## src/rtl/isa_types.sv

```systemverilog
// Shared ISA-level types for the hart: data/instruction widths, decoded opcode, sequencer states.
// No logic; types and constants only.
// Imported by the sequencer and by the hart-level decoder that drives its opcode input.
package isa_types;

  localparam int XLEN = 32;
  localparam int ILEN = 32;

  // Decoded major opcode classes produced by the hart decoder from ir.
  typedef enum logic [2:0] {
    OPCODE_OP      = 3'd0,
    OPCODE_OP_IMM  = 3'd1,
    OPCODE_LOAD    = 3'd2,
    OPCODE_STORE   = 3'd3,
    OPCODE_UNKNOWN = 3'd4
  } opcode_t;

  // Multi-cycle instruction sequencer states.
  typedef enum logic [2:0] {
    FETCH   = 3'd0,
    DECODE  = 3'd1,
    EXECUTE = 3'd2,
    MEM     = 3'd3,
    WB      = 3'd4,
    HALT    = 3'd5
  } seq_state_t;

endpackage

```

## src/rtl/instr_sequencer.sv

```systemverilog
// Multi-cycle control sequencer: fetch, decode, execute/memory, writeback; owns pc, ir and mdr.
// Latency with zero-wait memory: OP/OP_IMM 3 cycles, STORE 3, LOAD 4; +1 per memory wait cycle.
// Memory backpressure: FETCH and MEM hold mem_req asserted until mem_ready; mem_ready ignored otherwise.
module instr_sequencer
  import isa_types::*;
#(
  parameter logic [XLEN-1:0] RESET_PC = '0
) (
  input  logic            clk,
  input  logic            reset_n,
  input  logic            mem_ready,
  input  logic [XLEN-1:0] mem_rdata,
  input  opcode_t         opcode,
  output logic [ILEN-1:0] ir,
  output logic [XLEN-1:0] pc,
  output logic            mem_req,
  output logic            mem_we,
  output logic            mem_addr_sel,
  output logic            alu_src_imm,
  output logic            rf_we,
  output logic            rf_wdata_sel,
  output logic [XLEN-1:0] mdr,
  output logic            retired,
  output logic            halted
);

  seq_state_t state_q;
  seq_state_t state_d;

  // Register-update strobes; pc_inc doubles as the retire pulse.
  logic ir_load;
  logic mdr_load;
  logic pc_inc;

  // Next-state and control decode; opcode is stable while ir is held, so MEM can use it directly.
  always_comb begin
    state_d      = state_q;
    mem_req      = 1'b0;
    mem_we       = 1'b0;
    mem_addr_sel = 1'b0;
    alu_src_imm  = 1'b0;
    rf_we        = 1'b0;
    rf_wdata_sel = 1'b0;
    halted       = 1'b0;
    ir_load      = 1'b0;
    mdr_load     = 1'b0;
    pc_inc       = 1'b0;

    case (state_q)
      FETCH: begin
        mem_req = 1'b1;
        if (mem_ready) begin
          ir_load = 1'b1;
          state_d = DECODE;
        end
      end
      DECODE: begin
        case (opcode)
          OPCODE_OP, OPCODE_OP_IMM:  state_d = EXECUTE;
          OPCODE_LOAD, OPCODE_STORE: state_d = MEM;
          default:                   state_d = HALT;
        endcase
      end
      EXECUTE: begin
        rf_we       = 1'b1;
        alu_src_imm = (opcode == OPCODE_OP_IMM);
        pc_inc      = 1'b1;
        state_d     = FETCH;
      end
      MEM: begin
        mem_req      = 1'b1;
        mem_addr_sel = 1'b1;
        alu_src_imm  = 1'b1;
        mem_we       = (opcode == OPCODE_STORE);
        if (mem_ready) begin
          if (opcode == OPCODE_STORE) begin
            // Store completes on the accepting cycle: retire without a WB step.
            pc_inc  = 1'b1;
            state_d = FETCH;
          end else begin
            mdr_load = 1'b1;
            state_d  = WB;
          end
        end
      end
      WB: begin
        rf_we        = 1'b1;
        rf_wdata_sel = 1'b1;
        pc_inc       = 1'b1;
        state_d      = FETCH;
      end
      HALT: begin
        halted = 1'b1;
      end
      default: state_d = FETCH;
    endcase

    // Hold every control output quiet while reset is asserted, whatever state is registered.
    if (!reset_n) begin
      mem_req      = 1'b0;
      mem_we       = 1'b0;
      mem_addr_sel = 1'b0;
      alu_src_imm  = 1'b0;
      rf_we        = 1'b0;
      rf_wdata_sel = 1'b0;
      halted       = 1'b0;
      ir_load      = 1'b0;
      mdr_load     = 1'b0;
      pc_inc       = 1'b0;
    end
  end

  assign retired = pc_inc;

  // State, pc, ir and mdr registers; pc+4 wraps naturally at XLEN bits.
  always_ff @(posedge clk) begin
    if (!reset_n) begin
      state_q <= FETCH;
      pc      <= RESET_PC;
      ir      <= '0;
      mdr     <= '0;
    end else begin
      state_q <= state_d;
      if (ir_load)  ir  <= mem_rdata;
      if (mdr_load) mdr <= mem_rdata;
      if (pc_inc)   pc  <= pc + XLEN'(4);
    end
  end

endmodule

```

## config.mk

```make
export PLATFORM = sky130hd
export DESIGN_NAME = instr_sequencer
export DESIGN_NICKNAME = d
export VERILOG_FILES = /design/src/rtl/isa_types.sv /design/src/rtl/instr_sequencer.sv
export SDC_FILE = /design/constraint.sdc
export NUM_CORES = 1
export LEC_CHECK = 0
export BUFFER_PORTS_ARGS = -buffer_cell sky130_fd_sc_hd__buf_2
export CORE_MARGIN = 2
export CORE_UTILIZATION = 49
export CTS_CLUSTER_DIAMETER = 40
export DETAILED_ROUTE_END_ITERATION = 8
export PLACE_DENSITY = 0.79
export SETUP_SLACK_MARGIN = 0.2
export SLEW_MARGIN = 20
export SYNTH_ARGS = -nofsm -noshare
export SYNTH_HDL_FRONTEND = slang
export SYNTH_SLANG_ARGS = --single-unit
```

## constraint.sdc

```tcl
create_clock -name clk -period 2.3 [get_ports clk]
set_input_delay 0 -clock clk [delete_from_list [all_inputs] [get_ports clk]]
set_output_delay 0 -clock clk [all_outputs]
set_load 0.02 [all_outputs]
```

## After elaboration in Yosys (flattened, before gate mapping)

Cells that the tools add are included.

- Register bits: 99
- Bits of input ports: 38
- Output and inout bits: 104
- Word-level logic and storage cells: 53

- Add/sub/neg operators: 1
- Equality and inequality tests: 10
- Multiplexer cells: 30
- Bitwise operators: 1
- Reduce and logical (&&, ||, !) cells: 7

Operators with widths:

| cell | count |
|---|---|
| adder 32 x 3 -> 32 bit (second input constant) | 1 |
| two-way mux 1 bit | 23 |
| == test 3 x 2 -> 1 bit (second input constant) | 4 |
| case mux 3 bit (4 select lines) | 1 |
| two-way mux 3 bit | 3 |
| OR reduction 2 bit | 4 |
| == test 3 x 1 -> 1 bit (second input constant) | 2 |
| == test 3 bit (second input constant) | 2 |
| zero test 3 bit | 2 |
| case mux 3 bit (2 select lines) | 1 |
| inequality test 2 bit (second input constant) | 2 |
| case mux 1 bit (2 select lines) | 2 |
| AND reduction 3 bit | 1 |
| inverter 1 bit | 1 |

## Depth between registers and ports, before layout

- Depth in word-level cells: 5
- Depth in mapped cells: 8
- Depth with buffers taken out: 6

## Worst setup path before layout

No wires, ideal clock.

- Kind: register to register
- Start: register pc[5]
- End: register pc[28]
- Data arrival time: 1.851 ns
- Slack: 0.322 ns
- Stages on the path, launching flop included: 6
- Buffers on the path: 0
- Clock period less this slack: 1.978 ns
- Cell sequence: dfxtp_1 -> nand4_2 -> or4_4 -> a2111oi_2 -> xnor2_1 -> nor2_1

- Cells in the longest elaborated chain, start to end: 1

RTL lines:

| element | line | text |
|---|---|---|
| from (decl) | instr_sequencer.sv:15 | `output logic [XLEN-1:0] pc,` |
| from (signal assigned) | instr_sequencer.sv:126 | `if (pc_inc) pc <= pc + XLEN'(4);` |
| adder 32 x 3 -> 32 bit | instr_sequencer.sv:126 |  |

No other way between the ends.
A chain may end at the register's enable or synchronous reset.

## Final worst setup path

- Start: register pc[10]
- End: register pc[30]

The elaborated chain is that of the path after synthesis.

==> impl_metrics.csv <==
group,metric,value,unit
sta,hold_viol,0,
clock_network,cts_tree,"yes",
global_routing,grt_pass1_vias,4119,
layout,drive_above_1_share,0.279,
detailed_routing,vias,4127,
layout,regArea,1940,sq um
clock_network,htreeDepth,3,
synthesis,synth_edf_count,0,
clock_network,cts.clk_slew.worst_paths,0.10,ns
synthesis,syn_area,3980,sq um
sta,fin_crit,2.01,ns
floorplan,core_area,7810,sq um
worst_setup_path,crit_type,"flop to flop",
worst_setup_path,endpoint_kind,"flop",
clock_network,root_buffer,"clkbuf_8",
worst_setup_path,cp.required,2.55,ns
detailed_routing,ant_nets,0,
worst_setup_path,cp_num_buf_inv,0,
global_routing,grt_pass1_wl,18400,um
sta,whs,0.0429,ns
place,dp.final_hpwl,7380,um
floorplan,pin_count,142,
synthesis,ys_seq_elements,97,
worst_setup_path,critPathLaunchType,"flop",
clock_network,clk_latency,0.37,ns
detailed_routing,firstDrtPassIters,5,
place,place_congestion,0.910,
worst_hold_path,min_path_type,"input port to flop",
floorplan,initial_utilization,0.510,
layout,fin_nets,698,
detailed_routing,postRouteWirelength,11300,um
layout,final_core_util,0.685,
floorplan,die_y,94.2,um
worst_setup_path,critPathMaxStageDelay,0.60,ns
synthesis,synth.distinct_cells,47,
global_routing,gr-total-overflow,0,
floorplan,fp-row-count,32,
detailed_routing,viasPerCell,5.37,
worst_setup_path,crit_arrival,2.26,ns
sta,finalSetupViolations,0,
detailed_routing,drc,0,
clock_network,clockBufferDepth,2,
clock_network,clock_sinks,97,
sta,rsz0062_at_grt,"true",
sta,clock.fmax,0.498,GHz
synthesis,ys_seq_area_frac,0.487,
worst_setup_path,critPathTopFamily,"simple AND/OR/NAND/NOR gates",
synthesis,post_synth_inst_count,495,
floorplan,die_w,94.2,um
synthesis,ys_warn_count,0,
global_routing,grt_use_total,0.260,
sta,fin_setup_tns,0,ns
synthesis,async_flop_share,0,
outcome,status,"completed",
layout,multiInputGateArea,1900,sq um
synthesis,ys.flop_type,"dfxtp_1",
place,io_buffers,139,
sta,fin_crit_sh,0.873,
sta,fin_worst_skew,0.0132,ns
power_and_ir_drop,power_density,597,nW/um^2
detailed_routing,drt-initial-drc-count,184,
sta,maxSlewViolCount,0,
clock_network,cts_buffers,9,
layout,layout_common_cells,"nand2_1, buf_2, dfxtp_1",
detailed_routing,routedWlPerCell,14.7,um
worst_setup_path,slowest_stage,"or4_4",
global_routing,antenna_found_initial,0,
layout,fill_cells,626,
layout,final_common_cell,"nand2_1",
synthesis,avgSynthCellArea,8.05,sq um
worst_setup_path,crit_fanout,6,
global_routing,grt_max_degree,43,
floorplan,die_area,8870,sq um
power_and_ir_drop,peakVddDrop,494,uV
layout,syn_to_final_growth,34.2,%
run,drv_cap,0,
worst_setup_path,critical_path.cell_chain,"nand4_1 -> or4_4 -> a2111oi_2 -> xnor2_1 -> nor2_1",
power_and_ir_drop,cellLeakagePower,2.64,nW
==> synthesized netlist by cell type, types with 2 or more instances <==
master / number / area share
nand2_1: 148 / 0.14
dfxtp_1: 97 / 0.49
nand3_1: 78 / 0.098
clkbuf_1: 18 / 0.017
nor2_1: 18 / 0.017
a21oi_1: 15 / 0.019
o21ai_0: 11 / 0.014
inv_1: 10 / 0.0094
or3_1: 10 / 0.016
buf_1: 9 / 0.0085
xnor2_1: 9 / 0.020
a211oi_1: 6 / 0.011
and3_1: 6 / 0.0094
nand4_1: 5 / 0.0079
and4_1: 4 / 0.0088
a2111oi_2: 3 / 0.011
buf_4: 3 / 0.0057
nor3_1: 3 / 0.0038
o21a_1: 3 / 0.0057
o31ai_1: 3 / 0.0057
xor2_1: 3 / 0.0066
buf_6: 2 / 0.0057
mux2i_1: 2 / 0.0050
nor3b_1: 2 / 0.0038
nor4_1: 2 / 0.0031
o2111ai_1: 2 / 0.0044
o211ai_1: 2 / 0.0038
or4_1: 2 / 0.0038
==> stage by stage <==
stage | setup slack [ns] | std cells | cell area, sq um | power, W
global route | 0.184 | 766 | 5340 | 0.00333
finish | 0.292 | 768 | 5350 | 0.00319
detailed placement | 0.114 | 716 | 4770 | 0.00213
floorplan | 0.322 | 496 | 3990 | 0.00199
global placement | 0.246 | 716 | 4770 | 0.00213
CTS | 0.288 | 764 | 5300 | 0.00322
==> final timing paths <==
path,from,end,slack [ns],cells after the start
setup / recovery,pc[10],pc[30],0.29,5
hold reg to reg,ir[28],ir[28],0.46,2
hold / removal,opcode[2],state_q[2],0.04,3
setup reg to reg,pc[10],pc[30],0.29,5
==> sequential cells by signal (all words and copies together), names as in the netlist <==
signal / cells
ir: 32
mdr: 32
pc: 30
state_q: 3
==> what timing repair did <==
| action | 4_1_cts | 5_1_grt |
|---|---|---|
| gates resized for setup | 2 | 6 |
| setup endpoints to repair | 5 | 13 |
| hold buffers | 32 | 0 |
| hold endpoints to repair | 64 | 0 |
| pin swaps | 0 | 3 |
| buffers inserted | 0 | 2 |
==> cell type report <==
| class | instances | area share |
|---|---|---|
| Antenna cell | 2 | 0.000936 |
| Clock buffer | 9 | 0.0232 |
| Clock inverter | 7 | 0.0122 |
| Inverter | 10 | 0.00702 |
| Multi-Input combinational cell | 356 | 0.355 |
| Sequential cell | 97 | 0.364 |
| Tap cell | 102 | 0.0239 |
| Timing Repair Buffer | 185 | 0.214 |
==> worst reg2reg max path, delay by kind of cell, from the launching register on <==
family	cells	cell delay (ns)
AO/OA/AOI/OAI	1	0.40
AND/OR/NAND/NOR	3	0.90
flip-flops	1	0.44
XOR/XNOR	1	0.16
==> logic make-up after synthesis <==
logic type / after synthesis / synth area share
mux: 2 / 0.00503
other cells: 1 / 0.000941
compound gates: 52 / 0.0936
simple gates: 287 / 0.336
fa+ha+maj: 1 / 0.00314
xor+xnor: 12 / 0.0264
buf+inv: 43 / 0.0474
flops: 97 / 0.487
==> where the power goes <==
part           internal [W]  switching (W)  total (W)
Clock              0.000416       0.000635    0.00105
Combinational      0.000145       0.000230   0.000375
Sequential          0.00173      0.0000331    0.00177
==> metal layers <==
metal  track usage  up-vias  routed length [um]
met3        0.0778       27                 828
li1              -     2009                   -
met1         0.306     1943                4570
met4         0.109        0                 329
met2         0.441      148                5560
met5             0        -                   0
Note: power is estimated with default switching activity, not from simulation.
